`src/rtl/mul_pkg.sv`:
```
// mul_pkg: shared definitions for the shared-multiplier sequencer.
//   - RV32M multiply op encodings as carried on req_op
//   - sequencer state constants
//   - signedness codes (bit1 = multiplicand/rs1 signed, bit0 = multiplier/rs2 signed)
//   - op_sgn(): op -> signedness code
package mul_pkg;

    localparam logic [1:0] MUL_OP    = 2'b00;
    localparam logic [1:0] MULH_OP   = 2'b01;
    localparam logic [1:0] MULHSU_OP = 2'b10;
    localparam logic [1:0] MULHU_OP  = 2'b11;

    localparam logic [1:0] IDLE  = 2'd0;
    localparam logic [1:0] START = 2'd1;
    localparam logic [1:0] BUSY  = 2'd2;
    localparam logic [1:0] RESP  = 2'd3;

    localparam logic [1:0] SGN_UU = 2'b00;
    localparam logic [1:0] SGN_SU = 2'b10;
    localparam logic [1:0] SGN_SS = 2'b11;

    // MUL only returns the low half, which does not depend on signedness,
    // so it runs as unsigned.
    function automatic logic [1:0] op_sgn(input logic [1:0] op);
        logic [1:0] s;
        case (op)
            MULH_OP:   s = SGN_SS;
            MULHSU_OP: s = SGN_SU;
            default:   s = SGN_UU;
        endcase
        return s;
    endfunction

endpackage

```
`src/rtl/shift_add_multiplier.sv`:
```
// shift_add_multiplier: iterative sign-magnitude shift-and-add multiplier.
// Ports:
//   clk, rst_n      clock, asynchronous active-low reset
//   start           one-cycle pulse; samples operand magnitudes
//   multiplicand    N-bit rs1 operand
//   multiplier      N-bit rs2 operand
//   is_signed[1:0]  bit1 = multiplicand signed, bit0 = multiplier signed
//   finished        high once the multiplier magnitude is exhausted
//   product         2N-bit result, sign applied combinationally
// One multiplier bit is consumed per cycle and the run ends as soon as the
// remaining magnitude is zero, so a run takes (highest set bit + 1) cycles
// after start. The final sign is derived from the live operand inputs, which
// therefore must be held stable by the caller until the product is used.
module shift_add_multiplier #(
    parameter int N = 32
) (
    input  logic           clk,
    input  logic           rst_n,
    input  logic           start,
    input  logic [N-1:0]   multiplicand,
    input  logic [N-1:0]   multiplier,
    input  logic [1:0]     is_signed,
    output logic           finished,
    output logic [2*N-1:0] product
);

    localparam logic [N-1:0] ONE_N = {{(N-1){1'b0}}, 1'b1};

    logic           run_q,      run_d;
    logic [N-1:0]   mplier_q,   mplier_d;
    logic [2*N-1:0] mcand_sh_q, mcand_sh_d;
    logic [2*N-1:0] acc_q,      acc_d;

    logic           mcand_neg, mplier_neg, prod_neg;
    logic [N-1:0]   mcand_mag, mplier_mag;

    assign mcand_neg  = is_signed[1] & multiplicand[N-1];
    assign mplier_neg = is_signed[0] & multiplier[N-1];
    assign prod_neg   = mcand_neg ^ mplier_neg;

    // Magnitude of the most negative value still fits as an unsigned N-bit number.
    assign mcand_mag  = mcand_neg  ? (~multiplicand + ONE_N) : multiplicand;
    assign mplier_mag = mplier_neg ? (~multiplier   + ONE_N) : multiplier;

    always_comb begin
        run_d      = run_q;
        mplier_d   = mplier_q;
        mcand_sh_d = mcand_sh_q;
        acc_d      = acc_q;
        if (start) begin
            run_d      = 1'b1;
            mplier_d   = mplier_mag;
            mcand_sh_d = {{N{1'b0}}, mcand_mag};
            acc_d      = '0;
        end else if (run_q && (mplier_q != '0)) begin
            if (mplier_q[0]) begin
                acc_d = acc_q + mcand_sh_q;
            end
            mcand_sh_d = mcand_sh_q << 1;
            mplier_d   = mplier_q >> 1;
        end
    end

    always_ff @(posedge clk or negedge rst_n) begin
        if (!rst_n) begin
            run_q      <= 1'b0;
            mplier_q   <= '0;
            mcand_sh_q <= '0;
            acc_q      <= '0;
        end else begin
            run_q      <= run_d;
            mplier_q   <= mplier_d;
            mcand_sh_q <= mcand_sh_d;
            acc_q      <= acc_d;
        end
    end

    // Cleared by the start edge because run/mplier are reloaded there.
    assign finished = run_q && (mplier_q == '0);
    assign product  = prod_neg ? (~acc_q + {{(2*N-1){1'b0}}, 1'b1}) : acc_q;

endmodule

```
`src/rtl/mul_share_ctrl.sv`:
```
// mul_share_ctrl: shares one shift_add_multiplier between two requesters.
// Ports:
//   CLK, nRST       clock, asynchronous active-low reset
//   req_valid[1:0]  per-requester request valid
//   req_ready[1:0]  per-requester accept (at most one bit high, IDLE only)
//   req_op[3:0]     op per requester, [2i+1:2i]: MUL/MULH/MULHSU/MULHU
//   req_a/req_b     rs1/rs2 per requester, [N*i+N-1:N*i]
//   resp_valid[1:0] one-hot response valid
//   resp_ready[1:0] per-requester response accept
//   resp_data       selected 32-bit half for the flagged requester
//   busy            high whenever the sequencer is not IDLE
// A one-entry cache of the last computed product lets a high/low pair on the
// same operands complete without running the core a second time.
module mul_share_ctrl
    import mul_pkg::*;
#(
    parameter int N = 32
) (
    input  logic           CLK,
    input  logic           nRST,
    input  logic [1:0]     req_valid,
    output logic [1:0]     req_ready,
    input  logic [3:0]     req_op,
    input  logic [2*N-1:0] req_a,
    input  logic [2*N-1:0] req_b,
    output logic [1:0]     resp_valid,
    input  logic [1:0]     resp_ready,
    output logic [N-1:0]   resp_data,
    output logic           busy
);

    logic [1:0]     state_q,       state_d;
    logic           id_q,          id_d;
    logic [1:0]     op_q,          op_d;
    logic [N-1:0]   a_q,           a_d;
    logic [N-1:0]   b_q,           b_d;
    logic           rr_ptr_q,      rr_ptr_d;
    logic           cache_valid_q, cache_valid_d;
    logic [N-1:0]   cache_a_q,     cache_a_d;
    logic [N-1:0]   cache_b_q,     cache_b_d;
    logic [1:0]     cache_sgn_q,   cache_sgn_d;
    logic [2*N-1:0] cache_prod_q,  cache_prod_d;
    logic [N-1:0]   resp_data_q,   resp_data_d;

    logic [1:0]     op_arr [2];
    logic [N-1:0]   a_arr  [2];
    logic [N-1:0]   b_arr  [2];

    logic [1:0]     grant;
    logic           gnt_id;
    logic           accept;
    logic [1:0]     sel_op;
    logic [N-1:0]   sel_a, sel_b;
    logic           hit;

    logic           core_start;
    logic [1:0]     core_sgn;
    logic           core_finished;
    logic [2*N-1:0] core_product;

    function automatic logic [N-1:0] pick_half(input logic [1:0] op, input logic [2*N-1:0] prod);
        return (op == MUL_OP) ? prod[N-1:0] : prod[2*N-1:N];
    endfunction

    genvar gi;
    generate
        for (gi = 0; gi < 2; gi++) begin : g_req
            assign op_arr[gi]     = req_op[2*gi +: 2];
            assign a_arr[gi]      = req_a[N*gi +: N];
            assign b_arr[gi]      = req_b[N*gi +: N];
            assign resp_valid[gi] = (state_q == RESP) && (id_q == 1'(gi));
        end
    endgenerate

    // Grant is qualified by nRST so req_ready reads 0 while reset is held.
    always_comb begin
        grant = 2'b00;
        if ((state_q == IDLE) && nRST) begin
            case (req_valid)
                2'b01:   grant = 2'b01;
                2'b10:   grant = 2'b10;
                2'b11:   grant = rr_ptr_q ? 2'b10 : 2'b01;
                default: grant = 2'b00;
            endcase
        end
    end

    assign req_ready = grant;
    assign gnt_id    = grant[1];
    assign accept    = |grant;
    assign sel_op    = op_arr[gnt_id];
    assign sel_a     = a_arr[gnt_id];
    assign sel_b     = b_arr[gnt_id];

    // The low half is signedness-independent, so MUL may reuse any cached sign mode.
    assign hit = cache_valid_q && (sel_a == cache_a_q) && (sel_b == cache_b_q) &&
                 ((sel_op == MUL_OP) || (op_sgn(sel_op) == cache_sgn_q));

    always_comb begin
        state_d       = state_q;
        id_d          = id_q;
        op_d          = op_q;
        a_d           = a_q;
        b_d           = b_q;
        rr_ptr_d      = rr_ptr_q;
        cache_valid_d = cache_valid_q;
        cache_a_d     = cache_a_q;
        cache_b_d     = cache_b_q;
        cache_sgn_d   = cache_sgn_q;
        cache_prod_d  = cache_prod_q;
        resp_data_d   = resp_data_q;
        case (state_q)
            IDLE: begin
                if (accept) begin
                    id_d     = gnt_id;
                    op_d     = sel_op;
                    a_d      = sel_a;
                    b_d      = sel_b;
                    rr_ptr_d = ~gnt_id;
                    if (hit) begin
                        resp_data_d = pick_half(sel_op, cache_prod_q);
                        state_d     = RESP;
                    end else begin
                        state_d = START;
                    end
                end
            end
            START: state_d = BUSY;
            BUSY: begin
                if (core_finished) begin
                    cache_valid_d = 1'b1;
                    cache_a_d     = a_q;
                    cache_b_d     = b_q;
                    cache_sgn_d   = core_sgn;
                    cache_prod_d  = core_product;
                    resp_data_d   = pick_half(op_q, core_product);
                    state_d       = RESP;
                end
            end
            RESP: begin
                if (resp_ready[id_q]) begin
                    state_d = IDLE;
                end
            end
            default: state_d = IDLE;
        endcase
    end

    always_ff @(posedge CLK or negedge nRST) begin
        if (!nRST) begin
            state_q       <= IDLE;
            id_q          <= 1'b0;
            op_q          <= MUL_OP;
            a_q           <= '0;
            b_q           <= '0;
            rr_ptr_q      <= 1'b0;
            cache_valid_q <= 1'b0;
            cache_a_q     <= '0;
            cache_b_q     <= '0;
            cache_sgn_q   <= SGN_UU;
            cache_prod_q  <= '0;
            resp_data_q   <= '0;
        end else begin
            state_q       <= state_d;
            id_q          <= id_d;
            op_q          <= op_d;
            a_q           <= a_d;
            b_q           <= b_d;
            rr_ptr_q      <= rr_ptr_d;
            cache_valid_q <= cache_valid_d;
            cache_a_q     <= cache_a_d;
            cache_b_q     <= cache_b_d;
            cache_sgn_q   <= cache_sgn_d;
            cache_prod_q  <= cache_prod_d;
            resp_data_q   <= resp_data_d;
        end
    end

    // Core operands come only from the latched registers so they stay fixed
    // through START and BUSY regardless of what the requesters do.
    assign core_start = (state_q == START);
    assign core_sgn   = op_sgn(op_q);

    shift_add_multiplier #(
        .N(N)
    ) u_core (
        .clk          (CLK),
        .rst_n        (nRST),
        .start        (core_start),
        .multiplicand (a_q),
        .multiplier   (b_q),
        .is_signed    (core_sgn),
        .finished     (core_finished),
        .product      (core_product)
    );

    assign resp_data = resp_data_q;
    assign busy      = (state_q != IDLE);

endmodule
```
`config.mk`:
```
export PLATFORM = sky130hd
export DESIGN_NAME = mul_share_ctrl
export DESIGN_NICKNAME = d
export VERILOG_FILES = /design/src/rtl/mul_pkg.sv /design/src/rtl/shift_add_multiplier.sv /design/src/rtl/mul_share_ctrl.sv
export SDC_FILE = /design/constraint.sdc
export NUM_CORES = 1
export LEC_CHECK = 0
export ABC_AREA = 1
export BUFFER_PORTS_ARGS = -buffer_cell sky130_fd_sc_hd__buf_2
export CAP_MARGIN = 25
export CORE_ASPECT_RATIO = 1.5
export CORE_MARGIN = 3
export CORE_UTILIZATION = 55
export CTS_CLUSTER_DIAMETER = 120
export CTS_CLUSTER_SIZE = 40
export DETAILED_ROUTE_END_ITERATION = 6
export PLACE_DENSITY = 0.74
export SYNTH_ARGS = -nofsm -noshare
export SYNTH_HDL_FRONTEND = slang
export SYNTH_SLANG_ARGS = --single-unit
```
`constraint.sdc`:
```
create_clock -name CLK -period 5 [get_ports CLK]
set_input_delay 0.25 -clock CLK [delete_from_list [all_inputs] [get_ports CLK]]
set_output_delay 0.25 -clock CLK [all_outputs]
set_load 0.01 [all_outputs]
```
## Yosys cells after proc, flatten, opt, wreduce, memory -nomap -nowiden

Index checks and enable logic that the tools add are counted.
W data, S select, Z words.

- Add/subtract/negate cells: 4
- Order comparisons: 2
- Equality and inequality tests: 17
- Muxes and demuxes: 37
- Bitwise gates (word level): 9
- Reduce and logical (&&, ||, !) cells: 24

Operators by type and width:

| cell | count |
|---|---|
| $mux W32 | 15 |
| $mux W64 | 6 |
| $add A32 B1 Y32 const B | 2 |
| $add A64 B1 Y64 const B | 1 |
| $add A64 B64 Y64 | 1 |
| $eq A32 B32 Y1 | 2 |
| $not A32 Y32 | 2 |
| $not A64 Y64 | 1 |
| $pmux W32 S2 | 1 |
| $logic_not A32 Y1 | 1 |
| $reduce_bool A32 Y1 | 1 |
| $mux W2 | 9 |
| $eq A2 B2 Y1 const B | 6 |
| $eq A2 B1 Y1 const B | 4 |
| $logic_and A1 B1 Y1 | 8 |
| $pmux W2 S2 | 2 |
| $pmux W2 S4 | 1 |
| $reduce_bool A2 Y1 | 4 |
| $logic_not A2 Y1 | 3 |
| $ne A2 B2 Y1 const B | 3 |
| $pmux W2 S3 | 1 |
| $reduce_and A2 Y1 | 3 |
| $reduce_and A4 Y1 | 1 |
| $reduce_and A3 Y1 | 1 |
| other kinds (11) | 14 |

- Register bits: 394
- Input port bits: 138

## Depth between registers and ports, before layout

Gate-level depths: netlist (run 1).

- Depth in word-level cells: 15
- Mapped depth: 23
- Depth with buffers taken out: 20

## Modules after synthesis

Synthesis (run 1) repeated with hierarchy kept, for this count alone.

- Cells, all modules: 4,459
- Area total of the unflattened synthesis: 28,767.6 um^2

Modules (own cells, without submodules):

| module | instances | cells each | area each (um^2) | sequential area each (um^2) |
|---|---|---|---|---|
| shift_add_multiplier | 1 | 2,946 | 16,762.3 | 4,028.9 |
| mul_share_ctrl | 1 | 1,513 | 12,005.3 | 5,830.6 |

## Worst setup path after synthesis (run 1)

No wires, ideal clock.

- Path kind: reg-to-reg
- Start point: register state_q[0]
- End point: register resp_data_q[29] (netlist: resp_data[29])
- Library setup time: 0.117 ns
- Arrival: 2.920 ns
- Data required time: 4.883 ns
- Slack: 1.963 ns
- Cell stages (with the launch flop): 23
- Buffers on the path: 3
- Period minus slack after synthesis: 3.037 ns
- Cell sequence: dfrtp_1 -> inv_1 -> ha_1 -> nand2_1 -> inv_2 -> nand2_2 -> buf_4 -> buf_4 -> o21ai_0 -> ha_1 -> xor2_1 -> a21oi_1 -> nor2_1 -> nand2_1 -> nor2_1 -> nand2_1 -> nor2_1 -> nand3_1 -> nand2_2 -> nand2_2 -> buf_4 -> nand2_1 -> nand2_1

- Cells in the longest elaborated chain, start to end: 14
- Elaborated cells between the ends (all ways): 35

Ends and longest elaborated chain:

| element | RTL line | text |
|---|---|---|
| start, declared | mul_share_ctrl.sv:32 | `logic [1:0] state_q, state_d;` |
| start signal, assigned | mul_share_ctrl.sv:164 | `state_q <= state_d;` |
| $logic_not A2 Y1 (*) | mul_share_ctrl.sv:78 | `if ((state_q == IDLE) && nRST) begin` |
| $logic_and A1 B1 Y1 (*) | mul_share_ctrl.sv:78 |  |
| $mux W2 (*) | mul_share_ctrl.sv:78 |  |
| $not A1 Y2 (not written as such) (*) | mul_share_ctrl.sv:91 | `assign sel_op = op_arr[gnt_id];` |
| $mux W2 (not written as such) (*) (3 in series) | mul_share_ctrl.sv:91 |  |
| net sel_op[0] | mul_share_ctrl.sv:52 | `logic [1:0] sel_op;` |
| $eq A2 B2 Y1 / $eq A2 B1 Y1 (equally long branches) | mul_pkg.sv:26 | `case (op)` |
| $pmux W2 S2 | mul_pkg.sv:26 |  |
| $eq A2 B2 Y1 | mul_share_ctrl.sv:97 | `((sel_op == MUL_OP) \|\| (op_sgn(sel_op) == cache_sgn_q));` |
| $logic_or A1 B1 Y1 | mul_share_ctrl.sv:97 |  |
| $logic_and A1 B1 Y1 | mul_share_ctrl.sv:96 | `assign hit = cache_valid_q && (sel_a == cache_a_q) && (sel_b == cache_b_q) &&` |
| $ne A2 B2 Y1 (no line) | - |  |
| $reduce_and A4 Y1 (no line) | - |  |
| end signal, assigned | mul_share_ctrl.sv:175 | `resp_data_q <= resp_data_d;` |
| end, declared | mul_share_ctrl.sv:43 | `logic [N-1:0] resp_data_q, resp_data_d;` |

The timed path passes the listed nets; every way through them passes the cells marked *. The select of a mux whose other input is x is not followed.
A chain may end at the register's enable or synchronous reset.

## Worst setup path after layout (run 1)

Same ends and word-level chain as after synthesis.

==> impl_metrics.tcl, run 1 <==
set metrics [dict create \
    synth_cell_types 44 \
    path_cells "inv_1 > ha_1 > nand2_1 > inv_2 > nand2_4 > o21ai_0 > ha_1 > xor2_1 > a21oi_1 > nor2_1 > nand2_1 > nor2_1 > nand2_1 > nor2_1 > nand3_1 > nand2_4 > nand2_2 > nand2_1 > nand2_1" \
    numCtsBuffers 14 \
    vias 27370 \
    status "finished clean" \
    cp-endpoint "resp_data[29]" \
    hp-class "input port to flip-flop" \
    power_density_mw_per_mm2 581.4 \
    syn_avg_cell_area_um2 6.585 \
    wl_per_cell_um 18.59 \
    synthToLayoutAreaGrowth_pct 6.840 \
    firstDrtPassIters 6 \
    clock-skew-final_ps 39.10 \
    cts_tree "done" \
    path_clk_slew_ps 160 \
    period_share_pct 90.49 \
    netlist_area_mm2 0.02740 \
    ys_seq_area_share_pct 35.98 \
    antenna_left 0 \
    p_leak_nw 14.78 \
    antenna_found_initial 0 \
    grt_max_degree 176 \
    worstMarginPinSlew_ps 1034 \
    grt_overflow_total 0 \
    io_pins 175 \
    drive_gt1_share_pct 6.141 \
    grt_pass1_wl_um 143500 \
    crit_start "state_q[0]" \
    finalSetupViolCount 0 \
    synth_seq_cells 394 \
    cts_sinks 394 \
    final_cell_mix "1,288 x nand2_1, 501 x inv_1, 445 x o21ai_0" \
    slew_headroom_pct 31.02 \
    synth.top_cell.area_share_pct 35.98 \
    synth_cells 4161 \
    async_flop_share_pct 100.0 \
    dieArea_mm2 0.05259 \
    synthTopCellsByArea "dfrtp_1 36%, nand2_1 18%, o21ai_0 8.1%" \
    cp_max_fo 58 \
    r2r_cells 19 \
    fin_setup_tns_ps 0 \
    pre_cts_slack_ps 273.1 \
    r2r-end "resp_data[29]" \
    max_cap_violations 0 \
    final_nets 4446 \
    wl_um 90920 \
    n_antenna_cell 0 \
    end_kind "flip-flop" \
    post-route-min-period_ps 4525 \
    die_h_um 279.4 \
    syn_nets 4375 \
    dp_hpwl_um 70830 \
    critical_path_arrival_ps 4980 \
    h-tree-depth 1 \
    clk_latency_ps 570 \
    cts_setup_buffers 0 \
    yosys.area.top_type "dfrtp_1" \
    cp-start-kind "flip-flop" \
    worst-setup-path-type "flip-flop to flip-flop" \
    ir_worst_vdd_v 0.0003834 \
    vias_per_cell 5.597 \
    max_freq_mhz 221.0 \
    drcViolationCount 0 \
    synth_edf_count 0 \
    worst_slack_ps 475.3 \
    maxSlewViolCount 0 \
    yosys_warnings 0 \
    core_area_mm2 0.04893 \
    rsz0062_at_grt "false" \
    dr.first_iter.drc_count 1818 \
    final_common_cell "nand2_1" \
    place.port_buffers 174 \
    r2r_start "state_q[0]" \
    track_usage_pct 34.31 \
    cpMaxStageDelayCell "o21ai_0" \
    initial_core_util_pct 56.00 \
    die_w_um 188.2 \
    cpMostUsedCell "nand2_1" \
    ys.flop_type "dfrtp_1" \
    rows 99 \
    place_congestion 1.044 \
    hold_viol 0 \
    required_ps 5450 \
    root_buffer "clkbuf_16" \
    rrSetupSlack_ps 480 \
    grt_pass1_vias 26590 \
    cts.path.max_buffers 3 \
    slowest_delay_ps 460 \
]
-- synth_stat cells, types with 23 or more instances --
library cell and n:
nand2_1 1290, o22ai_1 37, nand3b_1 53, nor3_1 51, o211ai_1 35, xor2_1 79, inv_1 505, o21ai_0 445
a21oi_1 160, dfrtp_1 394, ha_1 75, nand4_1 33, nor2_1 390, nand3_1 289, buf_2 23, clkbuf_1 107
-- power breakdown --
group / internal [mW] / switching [mW] / total (mW)
registers: 4.06 / 1.09 / 5.15
logic: 3.12 / 7.10 / 10.2
clock network: 0.587 / 1.07 / 1.65
total: 7.77 / 9.25 / 17.0
-- final cells by class --
cell class	instances	area (µm²)
inverters	509	1911
well taps	656	820.8
multi-input cells	3098	14990
fillers	4967	19650
repair buffers	215	1254
clock inverters	2	50.05
flip-flops and latches	394	9859
clock buffers	16	389.1
-- cells by family after synthesis --
| logic type | share of synthesized area (%) |
|---|---|
| AND/OR/NAND/NOR | 32.29 |
| AO/OA/AOI/OAI | 15.67 |
| buffers and inverters | 9.503 |
| flip-flops | 35.98 |
| XOR/XNOR | 2.909 |
| adder cells (fa/ha/maj) | 3.498 |
| multiplexers | 0.1461 |
-- how the worst min path moves through the flow --
stage,end,cells past startpoint,startpoint
2_1_floorplan,a_q[0],0,nRST
3_3_place_gp,u_core.acc_q[19],1,nRST
3_5_place_dp,u_core.acc_q[19],1,nRST
4_1_cts,b_q[12],3,req_b[44]
5_1_grt,b_q[12],3,req_b[44]
6_report,a_q[20],3,req_a[52]
-- critical path: cells and delay by family (launching register included) --
kind | cells | cell delay [ps]
AND/OR/NAND/NOR | 12 | 2340
buffers and inverters | 2 | 230
XOR/XNOR | 1 | 150
AO/OA/AOI/OAI | 2 | 620
flip-flops | 1 | 450
adder cells (fa/ha/maj) | 2 | 570
-- repair_timing --
item                                    CTS  global route
resized for setup                         0             1
hold endpoints to repair                 30             0
hold buffers                              8             0
endpoints found under the setup margin    0            32
-- flip-flops by register name, indices dropped and copies added (netlist names) --
| signal | count |
|---|---|
| cache_b_q | 32 |
| id_q | 1 |
| cache_sgn_q | 2 |
| b_q | 32 |
| cache_prod_q | 64 |
| rr_ptr_q | 1 |
| u_core.mcand_sh_q | 64 |
| resp_data | 32 |
| state_q | 2 |
| a_q | 32 |
| u_core.run_q | 1 |
| op_q | 2 |
| cache_valid_q | 1 |
| u_core.mplier_q | 32 |
| u_core.acc_q | 64 |
| cache_a_q | 32 |
-- layer usage --
layer	GRT usage, %	up-vias	share of wire, %	routed length (µm)
li1	-	13590	-	-
met1	39.48	12600	38	34530
met2	59.86	905	49	44120
met3	3.092	279	4.6	4202
met4	24.78	0	8.9	8064
met5	0	-	0	0
-- metrics by stage --
step | utilization (%) | std cells | instance area (µm²) | total power, mW | hold WS (ps)
after floorplan | - | 4161 | 27400 | 11.91 | -45.59
after global placement | 58.70 | 4863 | 28720 | 15.13 | 125.0
after detailed placement | 58.70 | 4863 | 28720 | 15.20 | 125.0
after CTS | 59.76 | 4889 | 29240 | 16.88 | 0.2913
after global routing | 59.83 | 4890 | 29270 | 18.46 | 29.43
final | 59.83 | 4890 | 29270 | 17.02 | 13.53
Power figures use the tool's default switching activity.
==> run 2: changes to the inputs <==
Settings changed: RECOVER_POWER from default to 100.
==> run 2 against run 1 <==
Net effect:
- the run now ends with capacitance limit, slew limit left
- cell count stayed put
- critical path type unchanged
- critical path depth grew 1
- largest cell class unchanged
- non-clock buffer count unchanged
- critical endpoint unchanged
- sequential share of layout area up 0.15 points
==> impl_metrics.tcl, run 2 (synthesis results as in run 1) <==
set metrics [dict create \
    root_buffer "clkbuf_16" \
    slowest_delay_ps 450 \
    rsz0062_at_grt "false" \
    use_met2_pct 59.86 \
    cpMaxStageDelayCell "nand3_1" \
    dieArea_mm2 0.05259 \
    final_cell_mix "1,290 x nand2_1, 506 x inv_1, 446 x o21ai_0" \
    antenna_found_initial 0 \
    vias 27370 \
    ir_worst_vdd_v 0.0003742 \
    pre_cts_slack_ps 273.1 \
    crit_family "simple AND/OR/NAND/NOR gates" \
    power_density_mw_per_mm2 582.6 \
    final_common_cell "nand2_1" \
    wl_per_cell_um 18.62 \
    cts_tree "done" \
    grt_pass1_wl_um 143500 \
    cp-start-kind "flip-flop" \
    initial_core_util_pct 56.00 \
    clock-skew-final_ps 36.76 \
    p_int_mw 7.724 \
    place_congestion 1.044 \
    hold_viol 0 \
    max_cap_violations 11 \
    grt_pass1_vias 26590 \
    stdcell_count 4890 \
    fin_util_pct 59.56 \
    power.net_switching_mw 9.254 \
    violations "capacitance limit, slew limit" \
    worstMarginPinSlew_ps 3751 \
    grt_busiest_layer "met2" \
    n_antenna_cell 0 \
    cpMostUsedCell "nand2_1" \
    period_share_pct 90.90 \
    io_pins 175 \
    dp_hpwl_um 70830 \
    cts.path.max_buffers 3 \
    place.port_buffers 174 \
    end_kind "flip-flop" \
    cp_max_fo 58 \
    max_freq_mhz 220.0 \
    status "finished with violations" \
    top_regs "cache_prod_q (64), u_core.acc_q (64), u_core.mcand_sh_q (64)" \
    cts_sinks 394 \
    die_w_um 188.2 \
    power.total_mw 16.98 \
    drcViolationCount 0 \
    critical_path_arrival_ps 5000 \
    required_ps 5460 \
    synthToLayoutAreaGrowth_pct 6.352 \
    post-route-min-period_ps 4545 \
    sequentialPowerShare_pct 30.4 \
    hp-class "input port to flip-flop" \
    slew_headroom_pct -150.1 \
    die_h_um 279.4 \
    worst_slack_ps 455.0 \
    combPwrFrac_pct 59.9 \
    grt_overflow_total 0 \
    path_clk_slew_ps 160 \
    maxSlewViolCount 741 \
    hold-worst-slack_ps 8.109 \
    path_cells "inv_1 > ha_1 > nand2_1 > inv_2 > nand2_4 > buf_4 > inv_1 > nand2_1 > nand2_1 > nand2_1 > nand2_1 > nand2_1 > nor2_1 > nand2_1 > nor2_1 > nand3_1 > nand2_4 > nand2_2 > nand2_1 > nand2_1" \
    wl_um 91060 \
    clk_latency_ps 570 \
    worst-path-buf-inv 4 \
    h-tree-depth 1 \
    p_leak_nw 14.63 \
    pwr-share-clk_pct 9.8 \
    dp_cells 4863 \
    use_met1_pct 39.48 \
    place_area_mm2 0.02872 \
    final_nets 4446 \
    grt_max_degree 176 \
    numCtsBuffers 14 \
    finish.instance_area_mm2 0.02914 \
    antenna_left 0 \
    drive_gt1_share_pct 4.795 \
    gr-usage-met3_pct 3.092 \
    firstDrtPassIters 7 \
    vias_per_cell 5.597 \
    worst-setup-path-type "flip-flop to flip-flop" \
    rows 99 \
    core_area_mm2 0.04893 \
    track_usage_pct 34.31 \
    finalSetupViolCount 0 \
    fin_setup_tns_ps 0 \
    switching_share_pct 54.51 \
    dr.first_iter.drc_count 1826 \
]
-- run 2: cell count changes in the layout (fill, tap and decap cells not counted), moves of 3 or more --
| cell | change |
|---|---|
| buf_4 | -13 |
| inv_1 | +5 |
| buf_2 | -34 |
| inv_2 | -5 |
| clkbuf_1 | +45 |
| clkbuf_2 | +3 |
-- run 2: metal layers --
metal	vias to the layer above	share of wire, %
met3	279	4.8
met5	-	0
met4	0	8.9
met1	12580	38
met2	920	49
li1	13590	-
-- run 2: layout make-up --
class	count	area (µm²)
Sequential cell	394	9859
Tap cell	656	820.8
Multi-Input combinational cell	3098	14960
Inverter	509	1911
Fill cell	4998	19790
Timing Repair Buffer	215	1150
Clock inverter	2	50.05
Clock buffer	16	389.1
-- run 2: repair_timing --
action,CTS,global route
setup buffers,0,0
endpoints found under the hold margin,30,0
setup endpoints to repair,0,32
hold buffers,8,0
resized for setup,0,1
-- run 2: power by group through the flow --
stage / Combinational [mW] / Clock, mW / Sequential, mW
after floorplan: 7.15 / 0 / 4.76
after global placement: 9.96 / 0 / 5.17
after detailed placement: 10.0 / 0 / 5.18
after CTS: 10.1 / 1.68 / 5.11
after global routing: 11.4 / 1.77 / 5.24
final: 10.2 / 1.66 / 5.15
-- run 2: worst register-to-register path, delay by kind of cell (launching register included) --
| family | cells | cell delay [ps] |
|---|---|---|
| simple gates | 15 | 3000 |
| flops | 1 | 440 |
| buf+inv | 4 | 730 |
| fa+ha+maj | 1 | 260 |
-- run 2: worst paths after layout --
kind,from,to,slack [ps],cells past startpoint
max in group asynchronous,nRST,a_q[3],780,4
worst max register to register,state_q[0],resp_data[29],460,20
min in group asynchronous,nRST,u_core.acc_q[19],120,2
worst min register to register,cache_prod_q[25],cache_prod_q[25],490,2
worst max-delay path,state_q[0],resp_data[29],460,20
worst min-delay path,req_a[52],a_q[20],8,3
==> run 3: changes to the inputs <==
Settings changed: GPL_TIMING_DRIVEN from default to 0.
==> run 3 against run 2 <==
Net effect:
- the flow still finishes with violations (capacitance limit, slew limit)
- sequential power hardly changed
- cell count rose by 2.7%
- clock skew grew 11 ps
- clock power barely moved
- via count grew 5.7%
- sequential cell count stayed put
- die area stayed put
- non-clock buffer count is 131 higher
- critical path type is now input port to flip-flop
- highest routed layer unchanged
==> impl_metrics.tcl, run 3 (synthesis results as in run 1) <==
set metrics [dict create \
    worstMarginPinSlew_ps 3482 \
    power_density_mw_per_mm2 599.5 \
    die_h_um 279.4 \
    combPwrFrac_pct 61.7 \
    final_cell_mix "1,290 x nand2_1, 506 x inv_1, 444 x o21ai_0" \
    end_kind "flip-flop" \
    n_antenna_cell 0 \
    switching_share_pct 55.92 \
    initial_core_util_pct 56.00 \
    cp_max_fo 56 \
    grt_pass1_vias 28200 \
    crit_family "simple AND/OR/NAND/NOR gates" \
    slew_headroom_pct -132.1 \
    fillers 4978 \
    hold_viol 0 \
    stdcell_count 5020 \
    drive_gt1_share_pct 4.927 \
    dp_hpwl_um 88220 \
    worst_slack_ps 247.9 \
    finalSetupViolCount 0 \
    r2r_start "state_q[0]" \
    firstDrtPassIters 6 \
    wl_per_cell_um 21.48 \
    max_cap_violations 4 \
    p_int_mw 7.818 \
    final_nets 4577 \
    grt_pass1_wl_um 161000 \
    place_congestion 1.044 \
    numCtsBuffers 14 \
    drcViolationCount 0 \
    violations "capacitance limit, slew limit" \
    power.total_mw 17.74 \
    worst-setup-path-type "input port to flip-flop" \
    synthToLayoutAreaGrowth_pct 7.968 \
    place.port_buffers 174 \
    maxSlewViolCount 343 \
    fin_util_pct 60.46 \
    rows 99 \
    max_freq_mhz 210.4 \
    dr.first_iter.drc_count 2500 \
    cpMostUsedCell "nand2_1" \
    cpMaxStageDelayCell "dlygate4sd3_1" \
    power.net_switching_mw 9.917 \
    clock-skew-final_ps 47.32 \
    critical_path_arrival_ps 5230 \
    final_common_cell "nand2_1" \
    antenna_found_initial 0 \
    p_leak_nw 14.78 \
    top_regs "cache_prod_q (64), u_core.acc_q (64), u_core.mcand_sh_q (64)" \
    root_buffer "clkbuf_16" \
    pre_cts_slack_ps -348.0 \
    wl_um 107900 \
    cts_setup_buffers 0 \
    crit_start "nRST" \
    grt_max_degree 121 \
    track_usage_pct 40.20 \
    die_w_um 188.2 \
    path_cells "dlygate4sd3_1 > buf_8 > buf_16 > nand2_1 > inv_2 > nand2_2 > buf_4 > buf_4 > mux2i_2 > ha_1 > a21oi_1 > nor2_1 > nand2_1 > nor2_1 > nand2_1 > nor2_1 > nand3_1 > nand2_2 > nand2_2 > clkbuf_2 > nand2_1 > nand2_1" \
    cts_tree "done" \
    cp-start-kind "input port" \
    pwr-share-clk_pct 9.4 \
    dp_cells 4994 \
    dieArea_mm2 0.05259 \
    sequentialPowerShare_pct 28.9 \
    vias 28930 \
    cts.path.max_buffers 3 \
    period_share_pct 95.04 \
    worst-path-buf-inv 7 \
    worstHoldStart "req_b[62]" \
    required_ps 5480 \
    clk_latency_ps 580 \
    hold-worst-slack_ps 7.748 \
    slowest_delay_ps 570 \
    status "finished with violations" \
    vias_per_cell 5.762 \
    path_clk_slew_ps 150 \
    io_pins 175 \
    hp-class "input port to flip-flop" \
    core_area_mm2 0.04893 \
    grt_overflow_total 0 \
    post-route-min-period_ps 4752 \
    antenna_left 0 \
    rsz0062_at_grt "false" \
    ir_worst_vdd_v 0.0003209 \
    cts_sinks 394 \
    h-tree-depth 1 \
]
==> run 3: cell types whose count changed in the layout (fill, tap and decap cells not counted), sizes merged <==
cell,change
clkbuf,+107
buf,+24
clkinv,-1
dlygate4sd3,-1
inv,+1
==> run 3: power by group through the flow <==
stage	Clock, mW	Sequential, mW	Combinational (mW)
after floorplan	0	4.76	7.15
after global placement	0	5.12	10.6
after detailed placement	0	5.13	10.7
after CTS	1.66	5.06	10.8
after global routing	1.75	5.19	12.1
final	1.67	5.12	10.9
==> run 3: cell type report <==
class / count / area, µm² / area share [%]
plain buffers: 160 / 678.2 / 2.292
clock buffers: 15 / 375.4 / 1.269
clock inverters: 2 / 50.05 / 0.1692
inverters: 509 / 1911 / 6.458
multi-input cells: 3098 / 14940 / 50.49
flip-flops and latches: 394 / 9859 / 33.33
well taps: 656 / 820.8 / 2.774
repair buffers: 186 / 950.9 / 3.214
==> run 3: repair_timing <==
item	4_1_cts	5_1_grt
setup endpoints to repair	0	32
hold buffers	8	0
hold endpoints to repair	66	0
gates resized for setup	0	2
==> run 3: path summary, 6_finish.rpt <==
kind | end | slack [ps] | cells after the start
max | resp_data[7] | 250 | 22
min | b_q[30] | 8 | 3
max reg2reg | resp_data[7] | 250 | 21
min reg2reg | cache_prod_q[16] | 490 | 2
max in group asynchronous | u_core.mcand_sh_q[51] | 1400 | 3
min in group asynchronous | cache_prod_q[20] | 320 | 3
==> run 3: worst min-delay path, stage by stage <==
cell and delay, ps:
buf_2 90, o21ai_1 70, o21ai_0 140
==> run 3: metrics by stage <==
step	instance area (µm²)	TNS, ps
5_1_grt	29580	0
4_1_cts	29710	0
3_5_place_dp	29180	-9147
6_report	29580	0
3_3_place_gp	29090	-2345450
2_1_floorplan	27400	0
==> run 3: routing by layer <==
metal | track usage [%] | wire length, µm | vias up | part of all wire, %
li1 | - | - | 13850 | -
met1 | 42.69 | 37540 | 13300 | 35
met2 | 70.17 | 52360 | 1316 | 49
met3 | 4.219 | 5782 | 462 | 5.4
met4 | 36.47 | 12170 | 0 | 11
met5 | 0 | 0 | - | 0
